**src/rtl/shift_add_multiplier_if.sv**
```systemverilog
// Opcode/operand bus shared by the ALU control unit and the shift-add multiplier.
interface shift_add_multiplier_if #(parameter int WIDTH = 32);
  logic [5:0]         signal;
  logic [WIDTH-1:0]   multiplicand;
  logic [WIDTH-1:0]   multiplier;
  logic [2*WIDTH-1:0] dataout;
  logic               busy;
  logic               done;

  modport master (output signal, multiplicand, multiplier, input dataout, busy, done);
  modport slave  (input signal, multiplicand, multiplier, output dataout, busy, done);
endinterface

```
**src/rtl/shift_add_multiplier.sv**
```systemverilog
// Sequential shift-add multiplier, one product bit per clock, {HI,LO} returned on OUT.
// Optional signed multiply (MULT opcode) is built when SIGNED_MULT_EN is defined.
module shift_add_multiplier #(
    parameter int         WIDTH = 32,
    parameter logic [5:0] MULTU = 6'b011001,
    parameter logic [5:0] OUT   = 6'b111111
) (
    input  logic                  clk,
    input  logic                  reset,
    shift_add_multiplier_if.slave bus
);
    localparam int CW = $clog2(WIDTH) + 1;
    localparam logic [1:0] IDLE = 2'd0, RUN = 2'd1, DONE = 2'd2;

    logic [1:0]         state;
    logic [WIDTH-1:0]   mcand;
    logic [2*WIDTH-1:0] prod, result, dataout_r;
    logic [CW-1:0]      count;
    logic [WIDTH:0]     sum;
    logic [2*WIDTH-1:0] prod_nxt, prod_fin;
    logic               start;
    logic [WIDTH-1:0]   a_op, b_op;

    // Carry out of the partial-sum add becomes the new product MSB after the shift.
    assign sum      = {1'b0, prod[2*WIDTH-1:WIDTH]} + (prod[0] ? {1'b0, mcand} : '0);
    assign prod_nxt = {sum, prod[WIDTH-1:1]};

`ifdef SIGNED_MULT_EN
    localparam logic [5:0] MULT = 6'b011000;
    logic signed_op, sign_in, sign;

    assign signed_op = (bus.signal == MULT);
    assign start     = (state == IDLE) && ((bus.signal == MULTU) || signed_op);
    // Signed operands are reduced to magnitudes; the sign is reapplied to the final product.
    assign a_op      = (signed_op && bus.multiplicand[WIDTH-1]) ? -bus.multiplicand : bus.multiplicand;
    assign b_op      = (signed_op && bus.multiplier[WIDTH-1])   ? -bus.multiplier   : bus.multiplier;
    assign sign_in   = signed_op && (bus.multiplicand[WIDTH-1] ^ bus.multiplier[WIDTH-1]);
    assign prod_fin  = sign ? -prod_nxt : prod_nxt;

    always_ff @(posedge clk) begin
        if (reset)      sign <= 1'b0;
        else if (start) sign <= sign_in;
    end
`else
    assign start    = (state == IDLE) && (bus.signal == MULTU);
    assign a_op     = bus.multiplicand;
    assign b_op     = bus.multiplier;
    assign prod_fin = prod_nxt;
`endif

    always_ff @(posedge clk) begin
        if (reset) begin
            state     <= IDLE;
            mcand     <= '0;
            prod      <= '0;
            result    <= '0;
            dataout_r <= '0;
            count     <= '0;
        end else begin
            case (state)
                IDLE: if (start) begin
                    mcand <= a_op;
                    prod  <= {{WIDTH{1'b0}}, b_op};
                    count <= '0;
                    state <= RUN;
                end
                RUN: begin
                    prod  <= prod_nxt;
                    count <= count + CW'(1);
                    if (count == CW'(WIDTH - 1)) begin
                        result <= prod_fin;
                        state  <= DONE;
                    end
                end
                DONE:    state <= IDLE;
                default: state <= IDLE;
            endcase
            // In DONE, result already holds the freshly finished product.
            if (bus.signal == OUT && state != RUN)
                dataout_r <= result;
        end
    end

    assign bus.busy    = (state == RUN);
    assign bus.done    = (state == DONE);
    assign bus.dataout = dataout_r;
endmodule
```
**src/flat_wrapper.sv**
```systemverilog
// flat-port wrapper written by rule: the top's interface ports become plain ports
module shift_add_multiplier_flat 
#(
    parameter int         WIDTH = 32,
    parameter logic [5:0] MULTU = 6'b011001,
    parameter logic [5:0] OUT   = 6'b111111
)
  (clk, reset, bus_signal, bus_multiplicand, bus_multiplier, bus_dataout, bus_busy, bus_done);
  shift_add_multiplier_if #(.WIDTH(WIDTH)) bus_i ();
  input  logic clk;
  input  logic reset;
  input wire logic [$bits(bus_i.signal)-1:0] bus_signal;
  input wire logic [$bits(bus_i.multiplicand)-1:0] bus_multiplicand;
  input wire logic [$bits(bus_i.multiplier)-1:0] bus_multiplier;
  output wire logic [$bits(bus_i.dataout)-1:0] bus_dataout;
  output wire logic [$bits(bus_i.busy)-1:0] bus_busy;
  output wire logic [$bits(bus_i.done)-1:0] bus_done;
  assign bus_i.signal = bus_signal;
  assign bus_i.multiplicand = bus_multiplicand;
  assign bus_i.multiplier = bus_multiplier;
  assign bus_dataout = bus_i.dataout;
  assign bus_busy = bus_i.busy;
  assign bus_done = bus_i.done;
  shift_add_multiplier #(.WIDTH(WIDTH), .MULTU(MULTU), .OUT(OUT)) u_core (.clk(clk), .reset(reset), .bus(bus_i));
endmodule
```
**config.mk**
```make
export PLATFORM = sky130hd
export DESIGN_NAME = shift_add_multiplier_flat
export DESIGN_NICKNAME = d
export VERILOG_FILES = /design/src/rtl/shift_add_multiplier_if.sv /design/src/rtl/shift_add_multiplier.sv /design/src/flat_wrapper.sv
export SDC_FILE = /design/constraint.sdc
export NUM_CORES = 1
export LEC_CHECK = 0
export BUFFER_PORTS_ARGS = -buffer_cell sky130_fd_sc_hd__buf_2
export CAP_MARGIN = 20
export CORE_MARGIN = 2
export CORE_UTILIZATION = 54
export CTS_BUF_LIST = sky130_fd_sc_hd__clkbuf_8
export DETAILED_ROUTE_END_ITERATION = 12
export PLACE_DENSITY = 0.78
export REMOVE_ABC_BUFFERS = 1
export SYNTH_ARGS = -nofsm -noshare
export SYNTH_HDL_FRONTEND = slang
export SYNTH_SLANG_ARGS = --single-unit
```
**constraint.sdc**
```tcl
create_clock -name clk -period 2.5 [get_ports clk]
set_input_delay 0.375 -clock clk [delete_from_list [all_inputs] [get_ports clk]]
set_output_delay 0.375 -clock clk [all_outputs]
set_load 0.02 [all_outputs]
```
; Word-level counts from Yosys, hierarchy flattened
; Cells that the tools add are included.
[totals]
reg_bits = 232
inputBits = 72
output_inout_bits = 66
elab_cells = 32
[classes]
add_sub_neg = 2
n_eq_ne = 8
muxes = 8
reduce_logical = 8
[ops]
columns = cell, count
row1 = $pmux 64 s2, 1
row2 = $mux 64, 1
row3 = $add 32x33->33, 1
row4 = $mux 32, 1
row5 = $eq 6x5->1 const B, 2
row6 = $pmux 6 s2, 1
row7 = $reduce_and 2->1, 4
row8 = $add 6x1->6 const B, 1
row9 = $eq 6x6->1 const B, 1
row10 = $mux 6, 1
row11 = $ne 2x1->1 const B, 3
row12 = $mux 2, 2
row13 = $pmux 2 s2, 1
row14 = $eq 2x1->1 const B, 1
row15 = $eq 2x2->1 const B, 1
row16 = $logic_and 1x1->1, 2
row17 = $logic_not 2->1, 1
row18 = $reduce_bool 2->1, 1

; Depth between registers and ports, before layout
; Gate-level depths: netlist of run 1.
[depth]
depth_word = 4
mapped_depth = 12

; Worst setup path after synthesis of run 1
; OpenSTA, ideal clock, no wires.
[synth_path]
path_kind = flip-flop to flip-flop
start = register u_core.prod[0]
end = register u_core.result[54]
setup_time_ns = 0.120
arrival_ns = 2.576
required_ns = 2.380
path_slack_ns = -0.196
path_stages_with_launch = 12
n_path_buf = 1
cell_sequence = dfxtp_1 > clkbuf_1 > and2_1 > ha_1 > o21ai_1 > or3_1 > and3_4 > o311ai_4 > nor2_4 > o31ai_4 > nor4_1 > a211o_1
[synth_via]
elab_chain_cells = 2
[synth_rtl]
columns = element, line_no
row1 = "start, declared", shift_add_multiplier.sv:17  ; logic [2*WIDTH-1:0] prod, result, dataout_r;
row2 = "start signal, assigned", shift_add_multiplier.sv:63  ; prod <= {{WIDTH{1'b0}}, b_op};
row3 = "start signal, assigned", shift_add_multiplier.sv:68  ; prod <= prod_nxt;
row4 = $mux 32, shift_add_multiplier.sv:25  ; assign sum = {1'b0, prod[2*WIDTH-1:WIDTH]} + (prod[0] ? {1'b0, mcand} : '0);
row5 = $add 32x33->33, shift_add_multiplier.sv:25
row6 = "end signal, assigned", shift_add_multiplier.sv:71  ; result <= prod_fin;
row7 = "end, declared", shift_add_multiplier.sv:17
; No other way between the ends.
; A chain may end at the register's enable or synchronous reset.

; Final worst setup path of run 1
[layout_path]
start = register u_core.prod[0]
end = register u_core.result[62]
; Same word-level chain as after synthesis.

==> impl_metrics.env, run 1 <==
export IMPL_outcome="complete, but fails checks"
export IMPL_final_max_slew_viol_count=0
export IMPL_gp_congestion=0.9364
export IMPL_netlist_area_leader_share_pct=43.84
export IMPL_rsz0062_at_grt="yes"
export IMPL_slew_headroom_pct=26.59
export IMPL_dp_cells=1772
export IMPL_holdCritPathClass="primary input to register"
export IMPL_drive_above_1_share_pct=28.43
export IMPL_synth_edff_count=0
export IMPL_dr_pass1_iters=5
export IMPL_tightest_slew_ps=1097
export IMPL_crit_arrival_ps=3100
export IMPL_drt_total_wl_um=29290
export IMPL_clk_pin_slew_worst_paths_ps=60
export IMPL_cts_sinks=232
export IMPL_final_instance_count_excl_fill=1862
export IMPL_worst_setup_path_end_kind="register"
export IMPL_synth_distinct_cells=64
export IMPL_slowest_delay_ps=380
export IMPL_cts_buffers=37
export IMPL_fillers=1559
export IMPL_ys_seq_elements=232
export IMPL_setup_slack_ps=-216.1
export IMPL_die_h_um=144.1
export IMPL_h_tree_depth=2
export IMPL_grt_pass1_wl_um=45950
export IMPL_clk_path_buf_depth=3
export IMPL_synth_avg_cell_area_um2=7.825
export IMPL_ctsHoldBuffers=0
export IMPL_rows=51
export IMPL_diodes=0
export IMPL_initial_core_util_pct=54.80
export IMPL_path_common_cell="buf_6"
export IMPL_power_mw=6.981
export IMPL_routed_via_count=10350
export IMPL_fin_crit_ps=2716
export IMPL_syn_inst=1354
export IMPL_dr_first_iter_drc_count=704
export IMPL_ys_flop_type="dfxtp_1"
export IMPL_violations="setup timing"
export IMPL_synth_area_leaders="dfxtp_1, nand2_1, a21oi_1"
export IMPL_dieArea_um2=20760
export IMPL_cp_required_ps=2890
export IMPL_pre_cts_ws_ps=-306.5
export IMPL_setup_viol=28
export IMPL_clk_latency_ps=520
export IMPL_io_pins=138
export IMPL_cts_tree="built"
export IMPL_path_buf_inv=3
export IMPL_cellLeakagePower_nw=5.580
export IMPL_hpwl_um=18870
export IMPL_async_flop_share_pct=0
export IMPL_synth_warnings=0
export IMPL_nets=1676
export IMPL_ir_drop_mv=0.3728
export IMPL_grt_max_degree=99
export IMPL_post_route_util_pct=71.50
export IMPL_finalSetupTns_ps=-2644
export IMPL_fin_skew_ps=9.533
export IMPL_numPortBuffers=137
export IMPL_fmax_mhz=368.2
export IMPL_vias_per_cell=5.561
export IMPL_grt_pass1_vias=9572
export IMPL_die_x_um=144.1
export IMPL_synth_top_area_cell="dfxtp_1"
export IMPL_startpoint_type="register"
export IMPL_path_class="register to register"
export IMPL_powerDensity_nw_per_um2=505.0
export IMPL_worst_path_max_fanout=8
export IMPL_wire_per_inst_um=15.73
export IMPL_synth_seq_area_share_pct=43.84
export IMPL_grt_ovfl_total=0
export IMPL_grt_usage_pct=27.04
export IMPL_ant_nets=0
export IMPL_hold_viol=0
export IMPL_cts_root_buf="clkbuf_8"
export IMPL_max_cap_violations=0
export IMPL_fin_crit_sh_pct=108.6
export IMPL_slowest_stage="or3_4"
export IMPL_syn_area_um2=10600
export IMPL_antenna_found_initial=0
export IMPL_syn_to_final_growth_pct=30.48
export IMPL_core_area_um2=19330
export IMPL_critPathTopFamily="simple AND/OR/NAND/NOR gates"
export IMPL_path_cells="buf_6, buf_6, and2_4, ha_4, nand3_2, or3_4, and3_4, o311ai_4, buf_4, o21a_1, nor2_2, xor2_1, a211oi_2"
export IMPL_drc=0
## kinds of logic (layout without fill, tap and decap cells)
kind of cell    Yosys count  in the layout  synth area share (%)
flops                   232            232                 43.84
buf+inv                 120            363                 5.220
simple gates            562            562                 22.57
mux                       2              2                0.1890
xor+xnor                 29             29                 2.397
fa+ha+maj                34             34                 4.086
compound gates          375            375                 21.71
## worst register-to-register path, cell delays in order (launching register included)
cell and delay (ps):
dfxtp_2 320, buf_6 140, buf_6 130, and2_4 150, ha_4 260, nand3_2 60
or3_4 380, and3_4 170, o311ai_4 300, buf_4 170, o21a_1 110, nor2_2 50
xor2_1 230, a211oi_2 110
## path summary, 6_finish.rpt
check                                          start                 to  slack (ps)  cells past startpoint
worst max register to register        u_core.prod[0]  u_core.result[62]        -220                     13
worst min-delay path            bus_multiplicand[10]   u_core.mcand[10]          80                      3
worst min register to register      u_core.mcand[22]   u_core.mcand[22]         450                      2
worst max-delay path                  u_core.prod[0]  u_core.result[62]        -220                     13
## report_power, final
| part | internal (mW) | switching [mW] |
|---|---|---|
| clock | 1.60 | 1.42 |
| sequential | 3.72 | 0.0134 |
| combinational | 0.0927 | 0.143 |
| total | 5.41 | 1.58 |
## layout make-up
| cell class | instances | area [µm²] | area share, % |
|---|---|---|---|
| Multi-Input combinational cell | 1002 | 6211 | 44.93 |
| Sequential cell | 232 | 4646 | 33.60 |
| Clock inverter | 22 | 93.84 | 0.6788 |
| Clock buffer | 44 | 605.6 | 4.380 |
| Tap cell | 265 | 331.6 | 2.398 |
| Inverter | 17 | 63.81 | 0.4616 |
| Timing Repair Buffer | 280 | 1873 | 13.55 |
## repair_timing
action,CTS,global route
endpoints found under the setup margin,44,45
resized for setup,80,69
pin swaps,46,44
setup buffers,11,16
## metrics by stage
| stage | cell area, µm² | hold slack [ps] |
|---|---|---|
| floorplan | 10110 | 421.0 |
| global placement | 12110 | 437.9 |
| detailed placement | 12110 | 442.6 |
| CTS | 13370 | 49.76 |
| global route | 13820 | 75.67 |
| finish | 13820 | 80.14 |
## state kept, by name, indices dropped and copies added, names as in the netlist
| signal | flops |
|---|---|
| u_core.bus.dataout | 64 |
| u_core.prod | 64 |
| u_core.result | 64 |
| u_core.mcand | 32 |
| u_core.count | 6 |
| u_core.state | 2 |
## synth_stat cells, types with 3 or more instances
master	count
nor4_1	8
a2bb2oi_1	32
o211ai_1	4
o21bai_1	4
nand2_1	340
ha_1	33
xor2_1	10
clkbuf_1	80
o21ai_0	18
nand2b_1	4
nor3_1	14
a22oi_1	6
a22o_1	10
o21a_1	7
a21o_1	18
nand4_1	16
o21ai_1	16
dfxtp_1	232
xnor2_1	19
nor2b_1	4
a21oi_1	195
inv_1	15
buf_1	5
a211oi_1	8
a31oi_1	6
or3_1	7
buf_6	5
o22ai_1	32
nand3_1	17
buf_2	6
clkbuf_8	5
and2_1	32
nor2_1	105
nor3b_1	3
## metal layers
layer | vias to the layer above | GRT usage (%) | part of all wire, %
met5 | - | 0 | 0
met4 | 0 | 8.256 | 2.1
met3 | 49 | 4.007 | 5.6
met2 | 345 | 44.64 | 48
met1 | 4887 | 36.74 | 45
li1 | 5073 | - | -
## layout by cell type, fill, tap and decap left out, types with 5 or more instances in the layout
cell type / Yosys / layout
a21o_1: 18 / 18
a21oi_1: 195 / 179
a21oi_2: 1 / 13
a22o_1: 10 / 10
a22oi_1: 6 / 6
a2bb2oi_1: 32 / 32
a31oi_1: 6 / 5
and2_1: 32 / 23
and2_4: 0 / 9
buf_12: 0 / 5
buf_2: 6 / 136
buf_4: 2 / 126
buf_6: 5 / 13
clkbuf_8: 5 / 44
dfxtp_1: 232 / 231
ha_1: 33 / 10
ha_4: 0 / 22
inv_1: 15 / 31
nand2_1: 340 / 338
nand3_1: 17 / 14
nand4_1: 16 / 16
nor2_1: 105 / 100
nor3_1: 14 / 9
nor3_2: 0 / 5
nor4_2: 0 / 6
o21a_1: 7 / 7
o21ai_0: 18 / 8
o21ai_1: 16 / 14
o21ai_2: 1 / 10
o22ai_1: 32 / 32
xnor2_1: 19 / 11
xnor2_2: 0 / 7
xor2_1: 10 / 6
Power figures use the tool's default switching activity.
==> run 2: changes to the inputs <==
--- a/config.mk
+++ b/config.mk
@@ -5,8 +5,8 @@
 export SDC_FILE = /design/constraint.sdc
 export NUM_CORES = 1
 export LEC_CHECK = 0
+export ABC_AREA = 1
 export BUFFER_PORTS_ARGS = -buffer_cell sky130_fd_sc_hd__buf_2
-export CAP_MARGIN = 20
 export CORE_MARGIN = 2
 export CORE_UTILIZATION = 54
 export CTS_BUF_LIST = sky130_fd_sc_hd__clkbuf_8
==> run 2 against run 1 <==
The run now ends clean. Hold slack got worse by 30 ps. Critical path type unchanged. Core utilization fell by 7.9 points. Via count rose by 0.46%. Worst setup slack improved by 480 ps. Clock-buffer cell count rose by 3. Highest routed layer unchanged. Flip-flop and latch count did not move. Combinational power rose by 7%. Total power rose by 9.2%. Global-route usage fell by 1.4 points. Register-to-register slack improved by 480 ps. Area after synthesis rose by 4.1%.
==> impl_metrics.env, run 2 <==
export IMPL_numPortBuffers=137
export IMPL_die_x_um=146.9
export IMPL_synth_mux_area_share_pct=0
export IMPL_cts_sinks=232
export IMPL_synth_warnings=0
export IMPL_ys_flop_type="dfxtp_1"
export IMPL_cts_setup_buffers=0
export IMPL_vias_per_cell=5.020
export IMPL_final_instance_count_excl_fill=2072
export IMPL_die_h_um=146.9
export IMPL_grt_ovfl_total=0
export IMPL_p_seq_share_pct=49.0
export IMPL_setup_viol=0
export IMPL_pwr_share_clk_pct=47.7
export IMPL_powerDensity_nw_per_um2=596.0
export IMPL_diodes=0
export IMPL_p_int_mw=5.931
export IMPL_fin_crit_ps=2240
export IMPL_post_route_util_pct=63.62
export IMPL_yosys_area_share_adder_pct=3.926
export IMPL_ant_nets=0
export IMPL_final_common_cell="nand2_1"
export IMPL_clk_latency_ps=550
export IMPL_rows=52
export IMPL_outcome="finished, final reports clean"
export IMPL_syn_area_um2=11030
export IMPL_ys_top_cells_by_count="nand2_1, nor2_1, dfxtp_1, inv_1, o21ai_0"
export IMPL_antenna_found_initial=0
export IMPL_ctsHoldBuffers=0
export IMPL_startpoint_type="register"
export IMPL_yosysMostFrequentCell="nand2_1"
export IMPL_mostFrequentLayoutCells="nand2_1, nor2_1, dfxtp_1"
export IMPL_clk_pin_slew_worst_paths_ps=70
export IMPL_rsz0062_at_grt="no"
export IMPL_cts_buffers=38
export IMPL_synth_distinct_cells=35
export IMPL_cts_root_buf="clkbuf_8"
export IMPL_synth_compound_area_share_pct=12.12
export IMPL_worst_setup_path_end_kind="register"
export IMPL_switchingPower_mw=1.692
export IMPL_async_flop_share_pct=0
export IMPL_finalSetupTns_ps=0
export IMPL_drt_total_wl_um=27710
export IMPL_clk_path_buf_depth=3
export IMPL_cellLeakagePower_nw=6.578
export IMPL_dieArea_um2=21580
export IMPL_gp_congestion=0.9706
export IMPL_cp_required_ps=2940
export IMPL_synthSimpleGateAreaFrac_pct=30.79
export IMPL_fin_crit_sh_pct=89.59
export IMPL_drc=0
export IMPL_tightest_slew_ps=566.9
export IMPL_grt_usage_pct=25.61
export IMPL_h_tree_depth=2
export IMPL_initial_core_util_pct=54.84
export IMPL_grt_max_degree=87
export IMPL_synth_area_leaders="dfxtp_1, nand2_1, nor2_1"
export IMPL_hold_ws_ps=49.90
export IMPL_crit_arrival_ps=2680
export IMPL_fin_skew_ps=28.00
export IMPL_ys_seq_elements=232
export IMPL_dr_first_iter_drc_count=598
export IMPL_swShare_pct=22.19
export IMPL_seq_area_um2=4646
export IMPL_p_comb_share_pct=3.3
export IMPL_fmax_mhz=446.5
export IMPL_synth_xor_area_share_pct=1.192
export IMPL_fillers=1950
export IMPL_max_cap_violations=0
export IMPL_syn_to_final_growth_pct=16.00
export IMPL_core_area_um2=20100
export IMPL_synth_top_family_by_area="simple AND/OR/NAND/NOR gates"
export IMPL_wire_per_inst_um=13.37
export IMPL_synth_avg_cell_area_um2=6.646
export IMPL_synth_seq_area_share_pct=42.12
export IMPL_nets=1882
export IMPL_synth_top_area_cell="dfxtp_1"
export IMPL_grt_pass1_wl_um=46000
export IMPL_power_mw=7.622
export IMPL_synth_edff_count=0
export IMPL_io_pins=138
export IMPL_multi_input_area_um2=5308
export IMPL_routed_via_count=10400
export IMPL_final_max_slew_viol_count=0
export IMPL_drive_above_1_share_pct=12.76
export IMPL_worst_path_max_fanout=17
export IMPL_dr_pass1_iters=5
export IMPL_hold_viol=0
export IMPL_netlist_area_leader_share_pct=42.12
export IMPL_holdCritPathClass="primary input to register"
export IMPL_grt_pass1_vias=9552
export IMPL_cts_tree="built"
export IMPL_dp_cells=2006
export IMPL_path_class="register to register"
export IMPL_slew_headroom_pct=62.21
export IMPL_hpwl_um=19290
export IMPL_ir_drop_mv=0.3937
export IMPL_ctsResizeCount=0
export IMPL_syn_inst=1659
==> run 2: power by group through the flow <==
stage / Combinational (mW) / Clock [mW] / Sequential [mW]
after floorplan: 0.0942 / 0 / 3.83
after global placement: 0.247 / 0 / 3.81
after detailed placement: 0.250 / 0 / 3.82
after CTS: 0.252 / 3.70 / 3.73
after global routing: 0.278 / 3.85 / 3.73
final: 0.251 / 3.64 / 3.73
==> run 2: cell families after synthesis <==
| logic type | Yosys count |
|---|---|
| compound gates | 241 |
| xor+xnor | 15 |
| fa+ha+maj | 34 |
| buf+inv | 275 |
| flops | 232 |
| simple gates | 862 |
==> run 2: through the flow <==
step | setup WS, ps | instance area [µm²]
finish | 260.3 | 12790
global route | 2.215 | 12790
CTS | 177.0 | 12780
detailed placement | 216.5 | 11940
global placement | 271.8 | 11940
floorplan | -602.1 | 10690
==> run 2: final timing paths <==
path | to | slack, ps | depth (start not counted) | start
setup / recovery | u_core.result[61] | 260 | 17 | u_core.prod[0]
hold / removal | u_core.mcand[25] | 50 | 3 | bus_multiplicand[25]
setup reg to reg | u_core.result[61] | 260 | 17 | u_core.prod[0]
hold reg to reg | u_core.result[28] | 460 | 2 | u_core.prod[29]
==> run 2: metal layers <==
metal  vias up  track usage [%]  part of all wire [%]
li1       5400                -                     -
met1      4672            35.48                    47
met2       287            42.32                    45
met3        43            3.789                   6.1
met4         0            6.394                   1.6
met5         -                0                     0
==> run 2: final cells by class <==
class	count	area share [%]
clock inverters	19	1.487
inverters	198	5.850
flip-flops and latches	232	36.32
multi-input cells	1152	41.50
repair buffers	154	7.141
clock buffers	47	5.058
well taps	270	2.641
==> run 2: critical path, stage by stage (launching register included) <==
cell and delay (ps):
dfxtp_2 340, buf_12 150, nand2_1 60, inv_1 40
ha_1 350, nand2_1 120, nor2_1 160, nand2_1 80
nand3_1 140, nand2_1 80, nand2_1 170, nand2_1 90
nand2_1 70, nand2_1 70, nand2_1 70, nand2_1 50
nand2_1 70, inv_1 30
==> run 3: changes to the inputs <==
--- a/config.mk
+++ b/config.mk
@@ -8,11 +8,11 @@
 export ABC_AREA = 1
 export BUFFER_PORTS_ARGS = -buffer_cell sky130_fd_sc_hd__buf_2
 export CORE_MARGIN = 2
-export CORE_UTILIZATION = 54
-export CTS_BUF_LIST = sky130_fd_sc_hd__clkbuf_8
+export CORE_UTILIZATION = 30
+export CTS_BUF_LIST = sky130_fd_sc_hd__clkbuf_16
 export DETAILED_ROUTE_END_ITERATION = 12
-export PLACE_DENSITY = 0.78
 export REMOVE_ABC_BUFFERS = 1
 export SYNTH_ARGS = -nofsm -noshare
 export SYNTH_HDL_FRONTEND = slang
 export SYNTH_SLANG_ARGS = --single-unit
+export TNS_END_PERCENT = 30
==> run 3 against run 2 <==
Cell count grew 8.5%. Clock-buffer cell count shrank 22. Combinational power grew 4%. Core utilization shrank 28 points. Flip-flop and latch count is the same. Cell area grew 1.8%. Clock skew shrank 8.9 ps. Sequential power is essentially flat. Largest cell class unchanged. Largest power group is now the clock network.
==> impl_metrics.env, run 3 (same netlist as run 2, synthesis figures left out) <==
export IMPL_outcome="finished, final reports clean"
export IMPL_mostFrequentLayoutCells="nand2_1, nor2_1, dfxtp_1"
export IMPL_path_cells="buf_12, nand2_1, fa_1, inv_1, nand3_1, nand2_2, nand2_1, nand2_1, nand2_1, nand2_2, nand2_1, nand2_1, nand2_1, nand2_1, nand2_1, nand2_1, inv_1"
export IMPL_die_x_um=195.7
export IMPL_tightest_slew_ps=591.2
export IMPL_gp_congestion=0.9418
export IMPL_grt_ovfl_total=0
export IMPL_place_area_um2=12160
export IMPL_pre_cts_ws_ps=171.3
export IMPL_die_h_um=195.7
export IMPL_wire_per_inst_um=13.37
export IMPL_drive_above_1_share_pct=11.73
export IMPL_dr_pass1_iters=5
export IMPL_dieArea_um2=38300
export IMPL_drc=0
export IMPL_path_common_cell="nand2_1"
export IMPL_nets=1869
export IMPL_clk_path_buf_depth=3
export IMPL_cp_required_ps=2910
export IMPL_dr_first_iter_drc_count=481
export IMPL_setup_viol=0
export IMPL_grt_usage_pct=15.50
export IMPL_startpoint_type="register"
export IMPL_fin_crit_sh_pct=91.89
export IMPL_slew_headroom_pct=60.59
export IMPL_syn_to_final_growth_pct=18.09
export IMPL_hpwl_um=21520
export IMPL_ctsHoldBuffers=0
export IMPL_vias_per_cell=4.470
export IMPL_worst_path_max_fanout=32
export IMPL_powerDensity_nw_per_um2=600.9
export IMPL_max_cap_violations=0
export IMPL_antenna_found_initial=0
export IMPL_grt_pass1_vias=9566
export IMPL_path_class="register to register"
export IMPL_final_max_slew_viol_count=0
export IMPL_rsz0062_at_grt="yes"
export IMPL_ir_drop_mv=0.3639
export IMPL_setup_slack_ps=202.8
export IMPL_final_instance_count_excl_fill=2249
export IMPL_cts_buffers=25
export IMPL_cts_tree="built"
export IMPL_drt_total_wl_um=30080
export IMPL_routed_via_count=10050
export IMPL_core_area_um2=36430
export IMPL_cellLeakagePower_nw=6.519
export IMPL_numPortBuffers=137
export IMPL_worst_setup_path_end_kind="register"
export IMPL_initial_core_util_pct=30.26
export IMPL_clk_pin_slew_worst_paths_ps=60
export IMPL_cts_root_buf="clkbuf_16"
export IMPL_fin_crit_ps=2297
export IMPL_fin_area_um2=13020
export IMPL_hold_viol=0
export IMPL_slowest_stage="fa_1"
export IMPL_h_tree_depth=1
export IMPL_crit_arrival_ps=2710
export IMPL_diodes=0
export IMPL_io_pins=138
export IMPL_final_common_cell="nand2_1"
export IMPL_holdCritPathClass="primary input to register"
export IMPL_fin_skew_ps=19.11
export IMPL_grt_max_degree=75
export IMPL_cts_sinks=232
export IMPL_post_route_util_pct=35.73
export IMPL_fmax_mhz=435.3
export IMPL_grt_pass1_wl_um=48810
export IMPL_dp_cells=2204
export IMPL_clk_latency_ps=530
export IMPL_finalSetupTns_ps=0
export IMPL_ant_nets=0
export IMPL_slowest_delay_ps=440
export IMPL_rows=70
run 3: changes by cell type in the layout (fill, tap and decap cells not counted), sizes merged:
cell | before | now
inv | 210 | 201
clkbuf | 47 | 25
bufinv | 4 | 5
clkinv | 3 | 11
clkinvlp | 0 | 1
run 3: per-stage QoR:
step                total power, mW  hold slack (ps)
floorplan                     3.924            436.1
global placement              4.083            452.1
detailed placement            4.082            452.3
CTS                           7.961            56.00
global route                  8.107            79.25
finish                        7.824            73.65
run 3: area by class of cell:
cell class / count / area [µm²]
fill: 3982 / 23420
multi-input combinational: 1152 / 5313
sequential: 232 / 4644
timing repair buffer: 154 / 888.4
inverter: 198 / 748.2
clock buffer: 25 / 625.6
tap: 468 / 585.6
clock inverter: 20 / 215.2
run 3: critical path, delay by kind of cell, from the launching register on:
| kind | cells | cell delay [ps] |
|---|---|---|
| AND/OR/NAND/NOR | 13 | 1000 |
| adder cells (fa/ha/maj) | 1 | 440 |
| flip-flops | 1 | 380 |
| buffers and inverters | 3 | 350 |
run 3: layer usage:
layer	wire, µm	up-vias	GRT usage, %
li1	-	5374	-
met1	14570	4479	20.59
met2	13950	167	27.20
met3	1103	32	1.771
met4	455	0	3.171
met5	0	-	0
run 3: power by group:
group | switching (mW) | internal, mW | total, mW | leakage [nW]
clock network | 1.51 | 2.32 | 3.83 | 0.421
registers | 0.0126 | 3.72 | 3.73 | 1.87
logic | 0.167 | 0.0939 | 0.261 | 4.23
total | 1.69 | 6.14 | 7.82 | 6.52
run 3: path summary, 6_finish.rpt:
kind                                           from                end  slack, ps  cells after the start
worst min-delay path            bus_multiplicand[0]    u_core.mcand[0]         70                      3
worst max register to register       u_core.prod[0]  u_core.result[55]        200                     17
worst min register to register       u_core.prod[3]   u_core.result[2]        450                      2
worst max-delay path                 u_core.prod[0]  u_core.result[55]        200                     17
run 3: repair_timing:
item | in CTS | in global routing
buffers inserted | 0 | 0
setup endpoints to repair | 0 | 11
resized for setup | 0 | 6
